`config.mk`:
```
export PLATFORM = sky130hd
export DESIGN_NAME = turn_power_ctrl
export DESIGN_NICKNAME = d
export VERILOG_FILES = /design/src/rtl/turn_power_ctrl.sv
export SDC_FILE = /design/constraint.sdc
export NUM_CORES = 1
export LEC_CHECK = 0
export BUFFER_PORTS_ARGS = -buffer_cell sky130_fd_sc_hd__buf_2
export CAP_MARGIN = 20
export CORE_AREA = 2 2 69 71
export CTS_CLUSTER_SIZE = 28
export DETAILED_ROUTE_END_ITERATION = 8
export DIE_AREA = 0 0 71 73
export PLACE_DENSITY_LB_ADDON = 0.12
export REMOVE_ABC_BUFFERS = 1
export SLEW_MARGIN = 20
export SYNTH_ARGS = -nofsm -noshare
export SYNTH_HDL_FRONTEND = slang
export SYNTH_SLANG_ARGS = --single-unit
```
`constraint.sdc`:
```
create_clock -name clk -period 3.9 [get_ports clk]
set_input_delay 0.78 -clock clk [delete_from_list [all_inputs] [get_ports clk]]
set_output_delay 0.78 -clock clk [all_outputs]
set_load 0.01 [all_outputs]
```
`src/rtl/turn_power_ctrl.sv`:
```
// N-player round-robin turn controller with ping-pong throw power meter.
// Grants turns, charges power while the key is held, and tracks the winner.
module turn_power_ctrl #(
   parameter int N_PLAYERS      = 2,
   parameter int POWER_W        = 8,
   parameter int POWER_MIN      = 16,
   parameter int POWER_STEP     = 4,
   parameter int TIMEOUT_FRAMES = 600
) (
   input  logic                         clk,
   input  logic                         rst_n,
   input  logic                         frame_tick,
   input  logic                         throw_trigger,
   input  logic [N_PLAYERS-1:0]         throw_complete,
   input  logic [N_PLAYERS-1:0]         player_alive,
   output logic [N_PLAYERS-1:0]         turn_onehot,
   output logic [$clog2(N_PLAYERS)-1:0] turn_idx,
   output logic                         charging,
   output logic [POWER_W-1:0]           power_out,
   output logic                         throw_command,
   output logic                         turn_timeout,
   output logic                         game_over,
   output logic [N_PLAYERS-1:0]         winner
);

   localparam int IDX_W = $clog2(N_PLAYERS);
   localparam int CNT_W = (TIMEOUT_FRAMES > 0) ?
                          $clog2(TIMEOUT_FRAMES + 1) : 1;
   localparam int PMAX  = (1 << POWER_W) - 1;

   localparam logic [POWER_W:0]   MAX_X  = (POWER_W+1)'(PMAX);
   localparam logic [POWER_W:0]   MIN_X  = (POWER_W+1)'(POWER_MIN);
   localparam logic [POWER_W:0]   STEP_X = (POWER_W+1)'(POWER_STEP);
   localparam logic [POWER_W-1:0] MAX_W  = POWER_W'(PMAX);
   localparam logic [POWER_W-1:0] MIN_W  = POWER_W'(POWER_MIN);
   localparam logic [POWER_W-1:0] STEP_W = POWER_W'(POWER_STEP);
   localparam logic [CNT_W-1:0]   TO_C   = CNT_W'(TIMEOUT_FRAMES);
   localparam logic [N_PLAYERS-1:0] ONE  = N_PLAYERS'(1);

   typedef enum logic [2:0] {
      S_WAIT_RELEASE,
      S_AIM,
      S_CHARGE,
      S_FLIGHT,
      S_ADVANCE,
      S_GAME_OVER
   } state_t;

   state_t             state;
   logic [POWER_W-1:0] meter;
   logic               dir_up;
   logic [CNT_W-1:0]   frame_cnt;

   logic [POWER_W:0]   meter_x;
   logic [POWER_W:0]   up_sum;
   logic [POWER_W-1:0] meter_nxt;
   logic               dir_nxt;
   logic [CNT_W-1:0]   cnt_inc;
   logic               timeout_hit;
   logic               cur_alive;
   logic               cur_done;
   logic               few_alive;
   logic [IDX_W-1:0]   next_idx;
   logic [IDX_W-1:0]   cand;
   logic               found;

   assign meter_x     = {1'b0, meter};
   assign up_sum      = meter_x + STEP_X;
   assign cnt_inc     = frame_cnt + CNT_W'(1);
   assign timeout_hit = (TIMEOUT_FRAMES != 0) && frame_tick &&
                        (cnt_inc == TO_C);
   assign cur_alive   = player_alive[turn_idx];
   assign cur_done    = throw_complete[turn_idx];
   assign few_alive   = ($countones(player_alive) <= 1);

   // Ping-pong meter step: saturate at either bound and reverse there
   always_comb begin
      meter_nxt = meter;
      dir_nxt   = dir_up;
      if (dir_up) begin
         if (up_sum >= MAX_X) begin
            meter_nxt = MAX_W;
            dir_nxt   = 1'b0;
         end else begin
            meter_nxt = up_sum[POWER_W-1:0];
         end
      end else begin
         if (meter_x <= MIN_X + STEP_X) begin
            meter_nxt = MIN_W;
            dir_nxt   = 1'b1;
         end else begin
            meter_nxt = meter - STEP_W;
         end
      end
   end

   // First living player after the current one, wrapping around
   always_comb begin
      next_idx = turn_idx;
      cand     = '0;
      found    = 1'b0;
      for (int k = 1; k < N_PLAYERS; k++) begin
         cand = IDX_W'((int'(turn_idx) + k) % N_PLAYERS);
         if (!found && player_alive[cand]) begin
            next_idx = cand;
            found    = 1'b1;
         end
      end
   end

   // Turn FSM with registered outputs, meter and frame counter
   always_ff @(posedge clk or negedge rst_n) begin
      if (!rst_n) begin
         state         <= S_WAIT_RELEASE;
         turn_idx      <= '0;
         turn_onehot   <= ONE;
         power_out     <= '0;
         meter         <= '0;
         dir_up        <= 1'b0;
         frame_cnt     <= '0;
         charging      <= 1'b0;
         throw_command <= 1'b0;
         turn_timeout  <= 1'b0;
         game_over     <= 1'b0;
         winner        <= '0;
      end else begin
         throw_command <= 1'b0;
         turn_timeout  <= 1'b0;
         unique case (state)
            S_WAIT_RELEASE: begin
               if (!throw_trigger) state <= S_AIM;
            end
            S_AIM: begin
               if (frame_tick) frame_cnt <= cnt_inc;
               if (throw_trigger) begin
                  state     <= S_CHARGE;
                  meter     <= MIN_W;
                  power_out <= MIN_W;
                  dir_up    <= 1'b1;
                  charging  <= 1'b1;
               end else if (timeout_hit) begin
                  turn_timeout <= 1'b1;
                  state        <= S_ADVANCE;
               end else if (!cur_alive) begin
                  state <= S_ADVANCE;
               end
            end
            S_CHARGE: begin
               if (!throw_trigger) begin
                  power_out     <= meter;
                  throw_command <= 1'b1;
                  charging      <= 1'b0;
                  state         <= S_FLIGHT;
               end else if (frame_tick) begin
                  meter     <= meter_nxt;
                  power_out <= meter_nxt;
                  dir_up    <= dir_nxt;
               end
            end
            S_FLIGHT: begin
               if (cur_done) state <= S_ADVANCE;
            end
            S_ADVANCE: begin
               frame_cnt <= '0;
               if (few_alive) begin
                  winner      <= player_alive;
                  game_over   <= 1'b1;
                  turn_onehot <= '0;
                  state       <= S_GAME_OVER;
               end else begin
                  turn_idx    <= next_idx;
                  turn_onehot <= ONE << next_idx;
                  state       <= S_WAIT_RELEASE;
               end
            end
            S_GAME_OVER: begin
            end
            default: state <= S_WAIT_RELEASE;
         endcase
      end
   end

endmodule

```
==> impl_results.md, run 1 <==
* Result of the run: finished, final reports clean
* Power density over the cells at 527 nW/um^2
* Share of layout cells above drive strength 1 at 0.152
* R2R cell count at 7
* Number of remaining DRC errors at 0
* Max-slew violation total from the final report at 0
* Flops & latches, synth at 39
* Router iterations before antenna repair at 4
* Minimum setup slack after placement at 1770 ps
* Minimum clock period after layout at 2020 ps
* Final global-route overflow total at 0
* Clk_lat worst skew at 290 ps
* Worst min-delay path startpoint: game_over
* Number of rows in the core area at 25
* Kind of start point of the critical path: flop
* Critical Path, Cell by Cell: inv_1 -> ha_1 -> nor2b_1 -> o2111ai_1 -> a2111oi_4 -> a31oi_4 -> nand3_1
* Storage cell area at 977 um^2
* Initial detailed-routing violation count at 135
* Via density per instance at 5.79
* Category of the worst setup path capture point: flop
* Critical path fanouts, max at 8
* Post-DP HPWL at 3430 um
* DRT antenna net count at 0
* Core Area at 4540 um^2
* Number of hold violations in the final report at 0
* Quantity of hold-fixing buffers added after cts at 0
* Post-placement cell area at 2450 um^2
* Part of the cycle the worst path needs at 0.519
* Reg-to-reg endpoint: power_out[1]
* Post-synth EDFFs at 0
* Area Overhead vs Synth at 9.00%
* Die boundary height at 73 um
* Arrival time reported for the critical path endpoint at 2180 ps
* Design area at 2530 um^2
* Number of distinct library cell variants in the gate-level netlist after synthesis at 58
* Area of the multi-input gates at 1260 um^2
* Number of gates resized after CTS at 0
* Vias in the first global route at 1705
* Maximum number of pins on one net before global-route repair at 40
* Finished Layout Cells at 331
* Maximum clock insertion buffer count at 2
* Average wire length per cell after detail routing at 14.6 um
* Post-Route Hold Slack at 457 ps
* Flop-to-flop setup slack at 1880 ps
* Total power consumption of the routed design at 1.33 mW
* Fin util at 0.558
* Fin worst setup slack at 1880 ps
* Kind of cell adding the most delay to the critical path: compound AO/OA/AOI/OAI gates
* Width of the die at 71 um
* Max H-tree Level at 2
* Number of antenna violations at the first check in global routing at 0
* TritonCTS Buffers at 5
* Final Setup Violations at 0
* Synthesis Warnings at 0
* Sum of buffers and inverters on the critical path at 1
* Clock Pin Slew Worst Setup and Hold Paths at 70 ps
* Critical path's largest stage delay at 480 ps
* Min-Delay Path Class: flop to flop
* IO buf count at 24
* Min-Delay Endpoint: game_over
* Fill cells at 440
* Max cap viols at 0
* Most used DFF post-synth: dfrtp_1
* DIE AREA at 5180 um^2
* Root buf cell: clkbuf_8
* Post-CTS setup buffer count at 0
* Net count reported at finish at 290
* Top-level port count at 25
* Synthesized instance count at 257
* Depth of the worst hold-timing path at 1
* Relative slew slack at 0.421
* Mean Syn Cell Area at 9.03 um^2
* Setup tns final at 0 ps
* Critical setup path kind: flop to flop
* Number of antenna diodes at 0
* Share of synthesized area occupied by flip-flops and latches at 0.421
* Starting Density at 0.512
* Cell area after synthesis at 2320 um^2
* RSZ-0062 raised after global routing: false
* Required time at the worst-slack endpoint at 4060 ps
* Vias after detailed routing at 1918
* Top achievable clock speed at 494 MHz
* Slowest cell on the critical path: dfrtp_1
* CTS tree: built
* Maximum clock skew at final layout at 4.52 ps
* Share of synthesized registers carrying an async set or reset at 1.00
* Maximum vdd drop at 0.198 mV
* Number of cells in the design after placement at 323
* Wire length of the first global-routing pass at 8140 um
* Final RePlAce weighted congestion at 0.786
* Clock sink count at 39
* Worst slew pin tran at 868 ps
* Overall routing resource usage at 0.201
* Reg2Reg Launch Point: meter[2]
* Total wirelength of the detailed-routed design at 4820 um
* Static leakage at 1.14 nW
layout make-up:
cell class | count | share of cell area
repair buffers | 24 | 0.0475
well taps | 54 | 0.0267
clock buffers | 8 | 0.0317
multi-input cells | 200 | 0.499
inverters | 6 | 0.00890
flip-flops and latches | 39 | 0.386
placed cells by master (no fill, tap or decap), drive strengths merged, types with 8 or more instances in the layout:
cell | netlist | layout
clkbuf | 6 | 8
o21ai | 24 | 24
buf | 6 | 24
a31oi | 8 | 8
nor2 | 27 | 27
nand2b | 8 | 8
dfrtp | 38 | 38
nand3 | 18 | 18
nand2 | 27 | 27
kinds of logic after synthesis:
group | count (synthesis) | synth area share
adders and majority gates | 6 | 0.0323
and+or+nand+nor | 117 | 0.266
muxes | 4 | 0.0178
buffers and inverters | 18 | 0.0350
xor gates and xnor gates | 7 | 0.0264
AOI/OAI and AO/OA | 66 | 0.201
DFF | 39 | 0.421
routing by layer:
| metal | routed length, um | part of all wire | vias up | global-route usage |
|---|---|---|---|---|
| met2 | 2360 | 0.49 | 18 | 0.312 |
| met5 | 0 | 0 | - | 0 |
| met4 | 84 | 0.017 | 0 | 0.0881 |
| met1 | 2280 | 0.47 | 924 | 0.271 |
| met3 | 92 | 0.019 | 6 | 0.0456 |
| li1 | - | - | 970 | - |
power breakdown:
group / switching (mW) / internal, mW / total (mW)
sequential: 0.113 / 0.490 / 0.603
clock: 0.131 / 0.127 / 0.258
combinational: 0.275 / 0.198 / 0.473
total: 0.519 / 0.815 / 1.33
cell usage after synthesis (2+ instances only):
cell type  instances  area share
xnor2_1            2      0.0075
nor3_1             6       0.013
buf_2              5       0.011
o21ai_0            6       0.013
ha_1               6       0.032
a21o_1             3      0.0097
and2_1             5       0.013
a31oi_1            6       0.016
inv_1              5      0.0081
o211ai_1           3      0.0097
nand2_1           27       0.044
nand3_1           17       0.037
o21ai_1           18       0.039
nor2_1            27       0.044
and3_1             4       0.011
or3b_1             2      0.0075
nor3b_2            2       0.011
mux2i_1            3       0.013
o31ai_1            4       0.013
or2_1              2      0.0054
a211oi_1           2      0.0065
clkbuf_1           6      0.0097
a32oi_1            3       0.011
xor2_1             5       0.019
nor2b_1            2      0.0054
a21oi_1            6       0.013
nand2b_1           8       0.022
dfrtp_1           38        0.41
nand4_1            2      0.0054
and4_1             2      0.0075
o21a_1             3      0.0097
registers in the layout, indices dropped and copies added, names as in the netlist:
signal / flops
state: 3
meter: 8
dir_up: 1
charging: 1
turn_onehot: 2
game_over: 1
turn_idx: 1
frame_cnt: 10
winner: 2
turn_timeout: 1
power_out: 8
throw_command: 1
worst max-delay path by stage:
| stage | startpoint | endpoint | slack [ps] | depth (start not counted) |
|---|---|---|---|---|
| 2_1_floorplan | meter[3] | meter[0] | 2110 | 7 |
| 3_3_place_gp | frame_tick | frame_cnt[4] | 1820 | 5 |
| 3_5_place_dp | frame_tick | frame_cnt[5] | 1770 | 5 |
| 4_1_cts | meter[2] | power_out[1] | 1850 | 7 |
| 5_1_grt | state[1] | frame_cnt[8] | 1710 | 5 |
| 6_report | meter[2] | power_out[1] | 1880 | 7 |
(Power assumes the default switching activity.)
==> run 2: changes to the inputs <==
- ABC_AREA: unset -> 1
- clock period: 3.9 -> 1.9 ns (I/O delays scaled with it)
==> run 2 against run 1 <==
Global-route usage rose by 1.6 points. Flip-flop and latch count did not move. Critical path depth rose by 3. Critical path type unchanged. Wire length rose by 9.9%. Sequential power rose by 120%. Count of clock-buffer cells in the layout fell by 3. Clock power rose by 120%. Hold slack got worse by 320 ps. Combinational power rose to 3.1 times the previous value.
==> impl_results.md, run 2 <==
* Minimum clock period after layout at 1760 ps
* Synthesis Warnings at 0
* Worst slew pin tran at 512 ps
* Final global-route overflow total at 0
* Kind of start point of the critical path: flop
* Arrival time reported for the critical path endpoint at 1980 ps
* Width of the die at 71 um
* R2R cell count at 10
* Register with the most flip-flops: frame_cnt
* Most frequent cell after synthesis: nand2_1
* Clk_lat worst skew at 290 ps
* Flops & latches, synth at 39
* Area fraction of the dominant cell type after synthesis at 0.409
* Overall routing resource usage at 0.217
* Post-placement cell area at 2530 um^2
* TritonCTS Buffers at 5
* Number of antenna violations at the first check in global routing at 0
* Core Area at 4540 um^2
* Min-Delay Path Class: primary input to async pin
* Number of hold violations in the final report at 0
* Clock sink count at 39
* Quantity of hold-fixing buffers added after cts at 0
* Cell area after synthesis at 2320 um^2
* Router iterations before antenna repair at 4
* Power density over the cells at 1230 nW/um^2
* Initial detailed-routing violation count at 148
* Result of the run: finished, final reports clean
* Critical path fanouts, max at 7
* Yosys top cell by area: dfrtp_1
* Die boundary height at 73 um
* Vias after detailed routing at 2135
* Total wirelength of the detailed-routed design at 5300 um
* DIE AREA at 5180 um^2
* Number of distinct library cell variants in the gate-level netlist after synthesis at 33
* Max H-tree Level at 2
* Clock Pin Slew Worst Setup and Hold Paths at 80 ps
* Flop-to-flop setup slack at 140 ps
* Vias in the first global route at 2096
* Number of remaining DRC errors at 0
* Flip-flop count of the largest register after layout at 10
* Maximum vdd drop at 0.617 mV
* Maximum clock skew at final layout at 7.32 ps
* Maximum clock insertion buffer count at 2
* Relative slew slack at 0.658
* Max-slew violation total from the final report at 0
* Synthesized instance count at 302
* Number of rows in the core area at 25
* Setup tns final at 0 ps
* Commonest cells after routing, fill and taps aside: 66 x nand2_1, 35 x inv_1, 34 x dfrtp_1
* Root buf cell: clkbuf_8
* Mean Syn Cell Area at 7.70 um^2
* RSZ-0062 raised after global routing: true
* Top-level port count at 25
* Maximum number of pins on one net before global-route repair at 40
* Starting Density at 0.513
* Most frequent standard cell in the layout excluding fill and tap cells: nand2_1
* Share of synthesized registers carrying an async set or reset at 1.00
* Post-synth EDFFs at 0
* Top cells by count, synth: 69 x nand2_1, 39 x inv_1, 38 x dfrtp_1
* Reg-to-reg endpoint: meter[4]
* Reg2Reg Launch Point: meter[2]
* DRT antenna net count at 0
* Required time at the worst-slack endpoint at 2110 ps
* Average wire length per cell after detail routing at 13.5 um
* Most used DFF post-synth: dfrtp_1
* Share of synthesized area occupied by flip-flops and latches at 0.420
* Area Overhead vs Synth at 16.3%
* Final RePlAce weighted congestion at 0.939
* Wire length of the first global-routing pass at 8950 um
* Total power consumption of the routed design at 3.32 mW
* Top achievable clock speed at 567 MHz
* Top cells by area, synth: dfrtp_1 41%, nand2_1 11%, nand3_1 6.9%, inv_1 6.3%, nor2_1 3.9%
* IO buf count at 24
* Largest regs: frame_cnt x10, meter x8, power_out x8
* Share of layout cells above drive strength 1 at 0.230
* Part of the cycle the worst path needs at 0.928
* Design area at 2700 um^2
* Final Setup Violations at 0
* Post-DP HPWL at 3870 um
* Max cap viols at 0
* Category of the worst setup path capture point: flop
* Net count reported at finish at 352
* CTS tree: built
* Static leakage at 1.31 nW
* Number of antenna diodes at 0
* Fin util at 0.596
* Via density per instance at 5.43
* Critical setup path kind: flop to flop
run 2: cell types whose count changed in the layout (fill, tap and decap cells not counted), sizes merged, moves of 6 or more:
cell    change
nand3      +15
nand4       +9
buf         +9
o22ai       +8
a21oi      +10
inv        +35
nand2b      -8
and2        -6
o21ai       -8
nand2      +48
run 2: how the worst max path moves through the flow:
stage | slack, ps | depth (start not counted) | endpoint | startpoint
5_1_grt | -8 | 9 | power_out[1] | meter[2]
3_5_place_dp | 10 | 12 | power_out[4] | meter[2]
4_1_cts | 0.4 | 12 | power_out[4] | meter[2]
3_3_place_gp | 40 | 12 | state[1] | frame_cnt[0]
2_1_floorplan | 250 | 12 | power_out[4] | meter[2]
6_report | 140 | 10 | meter[4] | meter[2]
run 2: cells by family after synthesis:
family,synth area share
AO/OA/AOI/OAI,0.128
XOR/XNOR,0.0226
adder cells (fa/ha/maj),0.0323
multiplexers,0.00969
flip-flops,0.420
buffers and inverters,0.0840
AND/OR/NAND/NOR,0.304
run 2: power by group:
part           leakage (nW)  internal [mW]  total (mW)  switching (mW)
Clock                0.0402          0.255       0.556           0.301
Sequential            0.485           1.08        1.31           0.230
Combinational         0.783          0.573        1.45           0.880
Total                  1.31           1.91        3.32            1.41
run 2: routing by layer:
| layer | global-route usage | routed length (um) |
|---|---|---|
| met3 | 0.0414 | 201 |
| met1 | 0.268 | 2380 |
| met4 | 0.0839 | 48 |
| met2 | 0.378 | 2660 |
| met5 | 0 | 0 |
run 2: critical path: stages, from the launching register on:
cell and delay (ps):
dfrtp_2 430, inv_2 80, ha_4 260, inv_2 40, nor2_2 100, o21ai_1 70, nor2_1 120, nand3_2 170
nand3b_1 170, nand2_2 80, a31oi_2 170
run 2: timing repair:
action / in CTS / in global routing
setup endpoints to repair: 1 / 17
gates resized for setup: 1 / 22
pin swaps: 0 / 10
setup buffers: 0 / 4
run 2: final cells by class:
type                            instances  area [um^2]
Clock buffer                            5         68.8
Inverter                               44          173
Multi-Input combinational cell        215         1200
Clock inverter                          3         20.0
Sequential cell                        39          982
Timing Repair Buffer                   33          188
Tap cell                               54         67.6
Fill cell                             419         1830
run 2: stage by stage:
step / std cells / hold WS, ps / setup slack (ps)
floorplan: 298 / 84.4 / 249
global placement: 381 / 443 / 43.2
detailed placement: 381 / 469 / 14.2
CTS: 389 / 150 / 0.381
global route: 393 / 172 / -7.78
finish: 393 / 140 / 136
